--- config.mk ---
export PLATFORM = sky130hd
export DESIGN_NAME = mmio_uart_tx
export DESIGN_NICKNAME = d
export VERILOG_FILES = /design/src/rtl/mmio_uart_tx.sv
export SDC_FILE = /design/constraint.sdc
export NUM_CORES = 1
export LEC_CHECK = 0
export CORE_MARGIN = 5
export CORE_UTILIZATION = 59
export CTS_CLUSTER_DIAMETER = 60
export DETAILED_ROUTE_END_ITERATION = 12
export GPL_ROUTABILITY_DRIVEN = 0
export GPL_TIMING_DRIVEN = 0
export PLACE_DENSITY = 0.9
export SLEW_MARGIN = 5
export SYNTH_ARGS = -nofsm -noshare
export SYNTH_HDL_FRONTEND = slang
export SYNTH_SLANG_ARGS = --single-unit
--- constraint.sdc ---
create_clock -name clk -period 7.38 [get_ports clk]
set_input_delay 1.845 -clock clk [delete_from_list [all_inputs] [get_ports clk]]
set_output_delay 1.845 -clock clk [all_outputs]
set_load 0.02 [all_outputs]
--- src/rtl/mmio_uart_tx.sv ---
// -----------------------------------------------------------------------------
// mmio_uart_tx
//
// Memory-mapped UART transmitter. The CPU stores bytes to DATA_ADDR, which are
// queued in a 4-entry FIFO and shifted out on `tx` as asynchronous serial
// frames (start bit, 8 data bits LSB first, optional even parity, stop bit).
// A status byte at STAT_ADDR reports FIFO occupancy, a sticky overflow flag and
// the transmitter busy state; writing STAT_ADDR with din[3]=1 clears overflow.
//
// Configuration:
//   UART_TX_PARITY_EN  when defined, an even-parity bit follows the data bits
//                      (8E1, 11-bit frame). Undefined: 8N1, 10-bit frame.
//
// Parameters:
//   CLKS_PER_BIT  clock cycles per serial bit (default 434 = 50 MHz / 115200)
//   DATA_ADDR     write address of the transmit data register
//   STAT_ADDR     read address of the status byte, write address for clearing
//
// Ports:
//   clk      system clock (single clock domain, shared with the CPU)
//   rst      synchronous, active-high reset
//   addr     CPU address bus
//   we       CPU write strobe, one cycle per store
//   din      CPU write data
//   rd_hit   registered: previous-cycle addr was DATA_ADDR or STAT_ADDR
//   rd_data  registered read data, valid when rd_hit=1
//   tx       serial output, idle high, driven from a register
//   busy     high whenever the transmit FSM is not idle
//
// Status byte: {1'b0, count[2:0], overflow, empty, full, busy}
// -----------------------------------------------------------------------------
module mmio_uart_tx #(
  parameter int unsigned CLKS_PER_BIT = 434,
  parameter logic [15:0] DATA_ADDR    = 16'd997,
  parameter logic [15:0] STAT_ADDR    = 16'd996
) (
  input  logic        clk,
  input  logic        rst,
  input  logic [15:0] addr,
  input  logic        we,
  input  logic [7:0]  din,
  output logic        rd_hit,
  output logic [7:0]  rd_data,
  output logic        tx,
  output logic        busy
);

  // ---------------------------------------------------------------------------
  // Baud counter sizing. Guard the degenerate CLKS_PER_BIT=1 case so the
  // counter is never zero bits wide.
  // ---------------------------------------------------------------------------
  localparam int BAUD_W = (CLKS_PER_BIT > 1) ? $clog2(CLKS_PER_BIT) : 1;
  localparam logic [BAUD_W-1:0] BAUD_LOAD = BAUD_W'(CLKS_PER_BIT - 1);

  // ---------------------------------------------------------------------------
  // FSM state encoding. The PARITY state only exists when parity is enabled.
  // ---------------------------------------------------------------------------
`ifdef UART_TX_PARITY_EN
  typedef enum logic [2:0] {
    S_IDLE,
    S_START,
    S_DATA,
    S_PARITY,
    S_STOP
  } state_t;
`else
  typedef enum logic [1:0] {
    S_IDLE,
    S_START,
    S_DATA,
    S_STOP
  } state_t;
`endif

  state_t state;
  state_t state_next;

  logic [BAUD_W-1:0] baud_cnt;
  logic [BAUD_W-1:0] baud_next;
  logic [2:0]        bit_idx;
  logic [2:0]        bit_next;
  logic [7:0]        data_reg;
  logic              tx_next;
  logic              baud_zero;

  // ---------------------------------------------------------------------------
  // FIFO storage and bookkeeping
  // ---------------------------------------------------------------------------
  logic [7:0] fifo_mem [4];
  logic [1:0] wr_ptr;
  logic [1:0] rd_ptr;
  logic [2:0] count;
  logic       overflow;

  logic       full;
  logic       empty;
  logic       data_wr;
  logic       stat_wr;
  logic       push;
  logic       pop;
  logic       ovf_set;
  logic       ovf_clr;
  logic [7:0] status;

  assign full    = (count == 3'd4);
  assign empty   = (count == 3'd0);

  assign data_wr = we && (addr == DATA_ADDR);
  assign stat_wr = we && (addr == STAT_ADDR);

  // A pop in the same cycle frees a slot, so a store to a full FIFO is still
  // accepted when the transmitter is taking the head byte at that edge.
  assign push    = data_wr && (!full || pop);
  assign ovf_set = data_wr && full && !pop;
  assign ovf_clr = stat_wr && din[3];

  assign busy    = (state != S_IDLE);
  assign status  = {1'b0, count, overflow, empty, full, busy};

  // ---------------------------------------------------------------------------
  // FIFO storage write port
  // ---------------------------------------------------------------------------
  // NOTE: the storage array has no reset; emptiness is tracked entirely by
  // count and the pointers, so clearing the data would only cost logic.
  always_ff @(posedge clk) begin
    if (!rst && push) begin
      fifo_mem[wr_ptr] <= din;
    end
  end

  // ---------------------------------------------------------------------------
  // FIFO pointers, occupancy and sticky overflow
  // ---------------------------------------------------------------------------
  // NOTE: every register here uses non-blocking assignment so all flops update
  // from the same pre-edge values regardless of statement order.
  always_ff @(posedge clk) begin
    if (rst) begin
      wr_ptr   <= 2'd0;
      rd_ptr   <= 2'd0;
      count    <= 3'd0;
      overflow <= 1'b0;
    end else begin
      if (push) begin
        wr_ptr <= wr_ptr + 2'd1;
      end
      if (pop) begin
        rd_ptr <= rd_ptr + 2'd1;
      end

      unique case ({push, pop})
        2'b10:   count <= count + 3'd1;
        2'b01:   count <= count - 3'd1;
        default: count <= count;
      endcase

      // Setting wins over clearing when both happen in the same cycle.
      if (ovf_set) begin
        overflow <= 1'b1;
      end else if (ovf_clr) begin
        overflow <= 1'b0;
      end
    end
  end

  // ---------------------------------------------------------------------------
  // Register read port: one cycle of latency, no side effects on FIFO state.
  // ---------------------------------------------------------------------------
  always_ff @(posedge clk) begin
    if (rst) begin
      rd_hit  <= 1'b0;
      rd_data <= 8'h00;
    end else begin
      rd_hit  <= (addr == DATA_ADDR) || (addr == STAT_ADDR);
      rd_data <= (addr == STAT_ADDR) ? status : 8'h00;
    end
  end

  // ---------------------------------------------------------------------------
  // Transmit FSM: state register
  // ---------------------------------------------------------------------------
  always_ff @(posedge clk) begin
    if (rst) begin
      state    <= S_IDLE;
      baud_cnt <= '0;
      bit_idx  <= 3'd0;
      data_reg <= 8'h00;
      tx       <= 1'b1;
    end else begin
      state    <= state_next;
      baud_cnt <= baud_next;
      bit_idx  <= bit_next;
      // tx follows the current state one cycle later, which keeps every bit
      // exactly CLKS_PER_BIT cycles long while removing any combinational
      // path to the pin.
      tx       <= tx_next;
      if (pop) begin
        data_reg <= fifo_mem[rd_ptr];
      end
    end
  end

  assign baud_zero = (baud_cnt == '0);

  // ---------------------------------------------------------------------------
  // Transmit FSM: next state, baud/bit counters, pop request and line level
  // ---------------------------------------------------------------------------
  // NOTE: every signal driven here is given a default first, so no path
  // through the case statement can leave one unassigned and infer a latch.
  always_comb begin
    state_next = state;
    baud_next  = baud_cnt;
    bit_next   = bit_idx;
    pop        = 1'b0;
    tx_next    = 1'b1;

    unique case (state)
      S_IDLE: begin
        tx_next = 1'b1;
        // count is registered, so a byte stored this cycle is only seen (and
        // popped) on the following cycle.
        if (!empty) begin
          pop        = 1'b1;
          state_next = S_START;
          baud_next  = BAUD_LOAD;
        end
      end

      S_START: begin
        tx_next = 1'b0;
        if (baud_zero) begin
          state_next = S_DATA;
          baud_next  = BAUD_LOAD;
          bit_next   = 3'd0;
        end else begin
          baud_next  = baud_cnt - BAUD_W'(1);
        end
      end

      S_DATA: begin
        tx_next = data_reg[bit_idx];
        if (baud_zero) begin
          baud_next = BAUD_LOAD;
          if (bit_idx == 3'd7) begin
`ifdef UART_TX_PARITY_EN
            state_next = S_PARITY;
`else
            state_next = S_STOP;
`endif
          end else begin
            bit_next = bit_idx + 3'd1;
          end
        end else begin
          baud_next = baud_cnt - BAUD_W'(1);
        end
      end

`ifdef UART_TX_PARITY_EN
      S_PARITY: begin
        // Even parity: the parity bit makes the total count of ones even.
        tx_next = ^data_reg;
        if (baud_zero) begin
          state_next = S_STOP;
          baud_next  = BAUD_LOAD;
        end else begin
          baud_next  = baud_cnt - BAUD_W'(1);
        end
      end
`endif

      S_STOP: begin
        tx_next = 1'b1;
        if (baud_zero) begin
          baud_next = BAUD_LOAD;
          // Chain straight into the next start bit when more data is queued,
          // so back-to-back bytes leave no idle gap on the line.
          if (!empty) begin
            pop        = 1'b1;
            state_next = S_START;
          end else begin
            state_next = S_IDLE;
          end
        end else begin
          baud_next = baud_cnt - BAUD_W'(1);
        end
      end

      default: begin
        state_next = S_IDLE;
        baud_next  = '0;
        bit_next   = 3'd0;
        tx_next    = 1'b1;
      end
    endcase
  end

endmodule

After elaboration in Yosys (flattened, before gate mapping)
Memories as Yosys holds them, arrays and structs flattened. A register that Yosys moved wholly into a read port is not among the register bits.
Cells that the tools add are included.
{"block": "totals", "romBits": 0, "register_bits": 32, "latchBits": 0, "n_memories": 1, "ram_bits": 32}
{"block": "classes", "shifts": 0, "muxes": 25, "addsub": 6, "n_lt_le_gt_ge": 1, "eq_ne": 15, "n_reduce_logical": 24, "bitwise_logic": 1, "n_mul": 0, "div_mod_pow": 0}
{"name": "fifo_mem", "depth": 4, "word_bits": 8, "rd": 1, "rd_ports_with_merged_regs": 1, "write_ports": 1, "line_no": "89", "source": "logic [7:0] fifo_mem [4];"}
{"op": "== test 16 x 10 -> 1 bit, second input constant", "n": 2}
{"op": "two-way mux 9 bit", "n": 2}
{"op": "one-hot mux 9 bit (2 select lines)", "n": 1}
{"op": "inequality test 2 bit, second input constant", "n": 6}
{"op": "one-hot mux 3 bit (2 select lines)", "n": 2}
{"op": "two-way mux 2 bit", "n": 5}
{"op": "zero test 9 bit", "n": 1}
{"op": "two-way mux 3 bit", "n": 3}
{"op": "subtractor 9 x 1 -> 9 bit, second input constant", "n": 1}
{"op": "two-way mux 1 bit", "n": 8}
{"op": "one-hot mux 2 bit (4 select lines)", "n": 1}
{"op": "nonzero test 2 bit", "n": 4}
{"op": "logical AND 1 bit", "n": 7}
{"op": "adder 3 x 1 -> 3 bit, second input constant", "n": 2}
{"op": "== test 2 bit, second input constant", "n": 3}
{"op": "== test 3 bit, second input constant", "n": 2}
{"op": "AND reduction 5 bit", "n": 1}
{"op": "adder 2 x 1 -> 2 bit, second input constant", "n": 2}
{"op": "== test 2 x 1 -> 1 bit, second input constant", "n": 2}
{"op": "less-than comparator 3 x 4 -> 1 bit, second input constant", "n": 1}
{"op": "AND reduction 4 bit", "n": 1}
{"op": "OR reduction 2 bit", "n": 2}
{"op": "binary-select mux 1 bit (select 3 bit)", "n": 1}
{"op": "zero test 1 bit", "n": 3}
{"op": "8 further kinds", "n": 9}

Longest topological paths before layout
{"block": "depth", "word_depth": 9, "depth_mapped": 12}

Least setup slack after synthesis
OpenSTA, ideal clock, no wires.
{"block": "synth_path", "path_kind": "input to register", "from": "in addr[11]", "to": "mem fifo_mem[0][0], enable pin", "t_arrival_ps": 3473, "cell_stages": 6, "path_buffers": 0, "path_slack_ps": 3575, "cell_sequence": "or4b_1 -> nor3_1 -> and3_2 -> o21ai_0 -> nor2_1 -> and2_1"}
{"block": "synth_between", "elab_chain_cells": 6}
{"element": "start, declared", "line_no": "39", "source": "input logic [15:0] addr,"}
{"element": "== test 16 x 10 -> 1 bit", "line_no": "108", "source": "assign data_wr = we && (addr == DATA_ADDR);"}
{"element": "logical AND 1 bit", "line_no": "108"}
{"element": "logical AND 1 bit", "line_no": "113", "source": "assign push = data_wr && (!full || pop);"}
{"element": "logical AND 1 bit", "line_no": "126", "source": "if (!rst && push) begin"}
{"element": "two-way mux 1 bit", "line_no": "126"}
{"element": "two-way mux 1 bit (not written as such)", "line_no": "127", "source": "fifo_mem[wr_ptr] <= din;"}
{"element": "end, declared", "line_no": "89"}
Every way passes these cells.

Worst setup path after layout
{"block": "layout_path", "from": "in addr[11]", "to": "mem fifo_mem[0][7], enable pin"}
The elaborated chain is that of the path after synthesis.

==> results.yml <==
outcome:
  outcome: "finished, final reports clean"
route:
  drtPass1Iterations: 7
  dr.max_layer_used: "met4"
  wirelength_um: 6410
  antenna_left: 0
  drtIter0Drc: 146
  route.detailed.drc: 0
  wl_met1_um: 2580
  wl_met3_um: 327
  route.met2.wl_um: 3350
  viasPerCell: 5.78
  wire_per_inst_um: 16.4
  vias: 2260
cells_and_area:
  n_antenna_cell: 0
  nNetsFinal: 356
  stdcell_area_mm2: 0.00371
  largest_register_ffs: 32
  area_growth_pct: 19.7
  fillers: 337
  drive_gt1_share_pct: 12.1
floorplan:
  dieHeight_um: 82.5
  num_rows: 26
  pin_count: 38
  start_util_pct: 60.8
  fp.dieW_um: 82.5
  die-area_mm2: 0.00681
  core_region_area_mm2: 0.00511
clocking:
  root_buffer: "clkbuf_8"
  cts_resized: 0
  htreeDepth: 3
  clock-sinks: 71
  post-cts-setup-buffer-count: 0
  path_clk_slew_ps: 80
  cts_buffers: 9
  cts_tree: "yes"
  clockBufferDepth: 2
  clock_latency_ps: 340
  hold_buffers: 0
timing:
  worstMarginPinSlew_ps: 777
  fin_crit_sh_pct: 58.1
  clock.fmax_mhz: 233
  finalSetupViolCount: 0
  setup_tns_ps: 0
  slew_violations: 0
  final_hold_viol_count: 0
  worst_clock_skew_ps: 6.88
  period_needed_ps: 4290
  relSlewSlack_pct: 48.2
  rsz0062_at_grt: "no"
grt:
  grt_max_degree: 14
  track_usage_pct: 21.1
  grt_pass1_wl_um: 10600
  grt_pass1_vias: 2277
  antenna_found_initial: 0
  grt_overflow: 0
synthesis:
  ys_seq_area_share_pct: 56.1
  synth_nets: 311
  synth_cells: 271
  synth_warnings: 0
  netlist_area_mm2: 0.00310
  synth_ff_type: "dfxtp_1"
  synth_cell_types: 49
  post_synth.cell_area_avg_um2: 11.5
  async_reset_ff_share_pct: 0
  synth-edff-count: 32
  synth-seq-cells: 71
critical_path:
  worst-endpoint-arrival_ps: 4280
  crit_type: "in2reg"
  worstRegToRegCells: 8
  critPathMaxStageDelay_ps: 510
  start_kind: "input port"
  cp.required_ps: 7370
  timing.rr.start: "baud_cnt[0]"
  crit_path_end_kind: "flip-flop"
  slowest_stage: "or4b_1"
  cp_cell_sequence: "clkdlybuf4s50_1, or4b_1, nor3_1, and3_2, o21ai_0, nor2_1, and2_1"
  r2r_setup_slack_ps: 4590
  path_max_fanout: 8
  r2r_end: "fifo_mem[0][7]"
placement:
  portBuffers: 34
  dp_hpwl_um: 4580
  dpl_cell_area_mm2: 0.00353
job:
  maxCapViolCount: 0
min_path:
  hp-start: "data_reg[5]"
  hold_class: "reg2reg"
  holdPathEnd: "data_reg[5]"
  min_path_cells: 2
pwr:
  p_leak_uw: 0.00130
  irDropWorstVdd_uv: 176
  p_per_area_mw_per_mm2: 369
==> kinds of logic after synthesis <==
family / synth area share (%)
compound gates: 9.44
buf+inv: 3.43
other cells: 0.121
fa+ha+maj: 5.48
flops: 56.1
xor+xnor: 0.847
simple gates: 16.6
mux: 7.94
==> per-stage QoR <==
stage	hold slack [ps]	total power, µW	setup WS, ps	utilization [%]	cells
after CTS	460	1370	3080	72.7	391
after global placement	441	1050	2890	69.1	375
after detailed placement	449	1080	2770	69.1	375
final	460	1370	3090	72.7	391
after global routing	483	1470	2950	72.7	391
after floorplan	433	944	3580	-	271
==> synth_stat cells, types with 2 or more instances <==
master,number,area (µm²)
and3_2,2,15.0
nor3_1,11,55.1
xnor2_1,2,17.5
a211oi_1,6,45.0
nor2b_1,2,12.5
o31ai_1,2,15.0
a311oi_1,3,26.3
nand2_1,28,105
o21ai_0,6,30.0
nor4_1,2,12.5
or3_1,2,12.5
mux4_2,10,225
nor2_1,21,78.8
nand3_1,7,35.0
a221oi_1,2,17.5
nor4b_1,2,17.5
edfxtp_1,32,961
a21oi_1,26,130
and2_1,8,50.1
dfxtp_1,39,781
ha_1,12,150
inv_1,12,45.0
clkbuf_1,8,30.0
==> power breakdown <==
part / switching (µW) / internal, µW / total (µW)
Sequential: 51.0 / 471 / 522
Combinational: 332 / 230 / 562
Clock: 144 / 142 / 286
Total: 528 / 842 / 1370
==> routing by layer <==
| metal | up-vias | GRT usage (%) |
|---|---|---|
| met3 | 19 | 5.53 |
| met2 | 82 | 37.3 |
| met1 | 1081 | 24.2 |
| met4 | 0 | 8.17 |
| met5 | - | 0 |
| li1 | 1078 | - |
==> critical path: cells and delay by family <==
family	cells	cell delay [ps]
simple gates	5	1800
compound gates	1	230
buf+inv	1	390
==> cells in the final DEF (no fill, tap or decap), types with 2 or more instances in the layout <==
cell,Yosys,final
a211oi_1,6,6
a21oi_1,26,26
a221oi_1,2,2
a311oi_1,3,3
and2_1,8,8
and3_2,2,2
clkbuf_1,8,9
clkbuf_8,0,9
clkdlybuf4s50_1,0,34
clkinv_2,0,2
clkinvlp_4,0,2
dfxtp_1,39,39
edfxtp_1,32,32
ha_1,12,12
inv_1,12,12
mux4_2,10,10
nand2_1,28,28
nand3_1,7,7
nor2_1,21,21
nor2b_1,2,2
nor3_1,11,11
nor4_1,2,2
nor4b_1,2,2
o21ai_0,6,6
o31ai_1,2,2
or3_1,2,2
xnor2_1,2,2
==> cell type report <==
type	instances	area [µm²]	area share, %
multi-input cells	175	1250	33.8
flip-flops and latches	71	1740	46.9
well taps	70	87.6	2.36
clock buffers	11	153	4.11
clock inverters	5	31.3	0.842
inverters	13	48.8	1.31
plain buffers	12	57.6	1.55
repair buffers	34	340	9.16
==> worst max-delay path by stage <==
stage,endpoint,depth (start not counted),slack [ps],startpoint
detailed placement,fifo_mem[1][0],7,2770,addr[11]
finish,fifo_mem[0][7],7,3090,addr[11]
CTS,fifo_mem[0][7],7,3080,addr[11]
floorplan,fifo_mem[0][0],6,3580,addr[11]
global route,fifo_mem[0][3],7,2950,addr[11]
global placement,fifo_mem[3][1],7,2890,addr[11]
(Power assumes the default switching activity.)
==> variant (config.mk and constraints unchanged) <==
Build with the macro `UART_TX_PARITY_EN` defined.
--- a/src/rtl/mmio_uart_tx.sv
+++ b/src/rtl/mmio_uart_tx.sv
@@ -29,6 +29,8 @@
 //
 // Status byte: {1'b0, count[2:0], overflow, empty, full, busy}
 // -----------------------------------------------------------------------------
+`define UART_TX_PARITY_EN
+
 module mmio_uart_tx #(
   parameter int unsigned CLKS_PER_BIT = 434,
   parameter logic [15:0] DATA_ADDR    = 16'd997,
Formal check against the unedited RTL: same outputs for any inputs over 10 cycles, from zero or initial values and one cycle with rst high; that may be too few to reach the edited logic, so the function may still have changed.
==> variant against the original RTL <==
Design area up 6.4%. Synthesized area up 6.8%. Power down 1.5%. Final cell count up 7.2%. Sequential cell count up 1. Global-route usage down 1.3 points. Worst setup slack better by 470 ps. Synthesized cell count up 8.9%. Largest cell class unchanged. Wire length up 1.9%.
==> variant: results (changes against the original RTL) <==
stage,metric,value,unit,change
power,p_leak,1.39,nW,+6.5%
clock_network,ctsHtreeMaxLevel,3,,unchanged
cells_and_area,fillers,400,,+19%
cells_and_area,diodes,0,,unchanged
yosys,syn_nets,331,,+6.4%
yosys,synth-xor-area-share,3.70,%,+2.9 points
detailed_routing,ant_nets,0,,unchanged
yosys,ys_seq_area_share,53.2,%,-3.0 points
yosys,async_reset_ff_share,0,%,unchanged
detailed_routing,drt_iter0_drc,217,,+49%
yosys,ys_top_cells_by_area,"edfxtp_1 (29%), dfxtp_1 (24%), mux4_2 (6.8%)",,
placed_design,hpwl,4830,um,+5.5%
placed_design,port_buffers,36,,+5.9%
yosys,yosys_warnings,0,,unchanged
worst_setup_path,cp_slowest_cell,nor4_1,,
power,ir_drop,178,uV,+1.1%
cells_and_area,largest_reg_flops,32,,unchanged
yosys,synthTopCellsByCount,"dfxtp_1 (40), nor2_1 (35), edfxtp_1 (32)",,
sta,slew_headroom,59.4,%,+11 points
clock_network,cts_setup_buffers,0,,unchanged
cells_and_area,drive_gt1_share,15.9,%,+3.7 points
clock_network,cts_buffers,9,,unchanged
detailed_routing,wl_per_cell,15.6,um,-4.9%
yosys,synth_compound_area_share,10.0,%,+0.57 points
hold_path,hold_depth,1,,-1
worst_setup_path,r2r-start,baud_cnt[0],,
grt,grt_pass1_vias,2328,,+2.2%
worst_setup_path,cp_max_fo,8,,unchanged
clock_network,worstSkewPairLatency,360,ps,+20 ps
sta,clock_skew,14.7,ps,+7.82 ps
clock_network,root_buffer,clkbuf_8,,
yosys,ys_types,54,,+10%
hold_path,holdPathEnd,rd_data[3],,
grt,grt_max_degree,16,,+2
clock_network,clockBufferDepth,2,,unchanged
yosys,synth_adder_area_share,3.63,%,-1.9 points
detailed_routing,drtPass1Iterations,4,,-3
grt,track_usage,19.8,%,-1.3 points
clock_network,cts_resized,0,,unchanged
cells_and_area,final_nets,378,,+6.2%
yosys,synth_edf_count,32,,unchanged
status,outcome,"finished, final reports clean",,
power,p_sw,0.502,mW,-4.9%
worst_setup_path,reg2regPathDepth,10,,+2
grt,antenna_found_initial,0,,unchanged
clock_network,clk_pin_slew,80,ps,about the same
worst_setup_path,worstReg2RegEnd,count[2],,
detailed_routing,viasPerCell,5.55,,-4.0%
hold_path,holdCritPathClass,reg2reg,,
yosys,synthMuxAreaShare,7.10,%,-0.84 points
hold_path,min_from,overflow,,
grt,grt_pass1_wl,11200,um,+5.2%
worst_setup_path,rrSetupSlack,4840,ps,+250 ps
worst_setup_path,slowest_delay,470,ps,-40 ps
yosys,synth_top_family_by_area,simple AND/OR/NAND/NOR gates,,
placed_design,placed_area,0.00376,mm^2,+6.6%
==> variant: changes by cell type after synthesis, sizes merged, moves of 3 or more <==
cell    unedited run  this run
a211oi             6         3
a21o               1         4
buf                4        10
clkbuf             8         4
ha                12         8
nand2             28        32
nor2              22        39
nor3              11         7
xnor2              2        12
==> variant: cell type report <==
cell class | instances | area, um^2 | area share, %
plain buffers | 14 | 91.3 | 2.31
clock buffers | 9 | 124 | 3.13
clock inverters | 7 | 63.8 | 1.61
inverters | 12 | 45.0 | 1.14
multi-input cells | 197 | 1420 | 35.8
flip-flops and latches | 72 | 1760 | 44.6
well taps | 72 | 90.1 | 2.28
repair buffers | 36 | 360 | 9.12
==> variant: cell families (layout without fill, tap and decap cells) <==
kind of cell | Yosys count | after routing
AOI/OAI and AO/OA | 50 | 50
xor gates and xnor gates | 14 | 14
other | 1 | 1
DFF | 72 | 72
and+or+nand+nor | 112 | 112
buffers and inverters | 26 | 78
muxes | 11 | 11
adders and majority gates | 9 | 9
==> variant: how the worst max path moves through the flow <==
stage / startpoint / endpoint / slack (ps) / cells after the start
floorplan: addr[11] / fifo_mem[0][0] / 3980 / 4
CTS: addr[11] / fifo_mem[0][3] / 3520 / 5
global route: addr[11] / fifo_mem[1][0] / 3320 / 5
detailed placement: addr[11] / fifo_mem[1][5] / 3160 / 5
global placement: addr[11] / fifo_mem[3][2] / 3230 / 5
finish: addr[1] / fifo_mem[0][3] / 3560 / 5
==> variant: layer usage <==
layer / routed length [um] / track usage, % / vias up
met4: 110 / 7.48 / 0
met5: 0 / 0 / -
met3: 360 / 5.15 / 11
li1: - / - / 1144
met2: 3390 / 33.6 / 59
met1: 2680 / 24.2 / 1110
==> variant: worst max-delay path: cells and delay by family <==
kind                   cells  cell delay, ps
AND/OR/NAND/NOR            4            1560
buffers and inverters      1             420
==> variant: stage by stage <==
stage               instances  setup WS (ps)  hold slack, ps
floorplan                 295           3980             429
global placement          403           3230             449
detailed placement        403           3160             455
CTS                       419           3520             466
global route              419           3320             508
finish                    419           3560             469
==> variant: power groups by stage <==
| stage | Sequential [mW] | Combinational [mW] | Clock, mW |
|---|---|---|---|
| after floorplan | 0.516 | 0.430 | 0 |
| after global placement | 0.523 | 0.516 | 0 |
| after detailed placement | 0.526 | 0.532 | 0 |
| after CTS | 0.517 | 0.536 | 0.300 |
| after global routing | 0.526 | 0.596 | 0.320 |
| final | 0.517 | 0.536 | 0.297 |
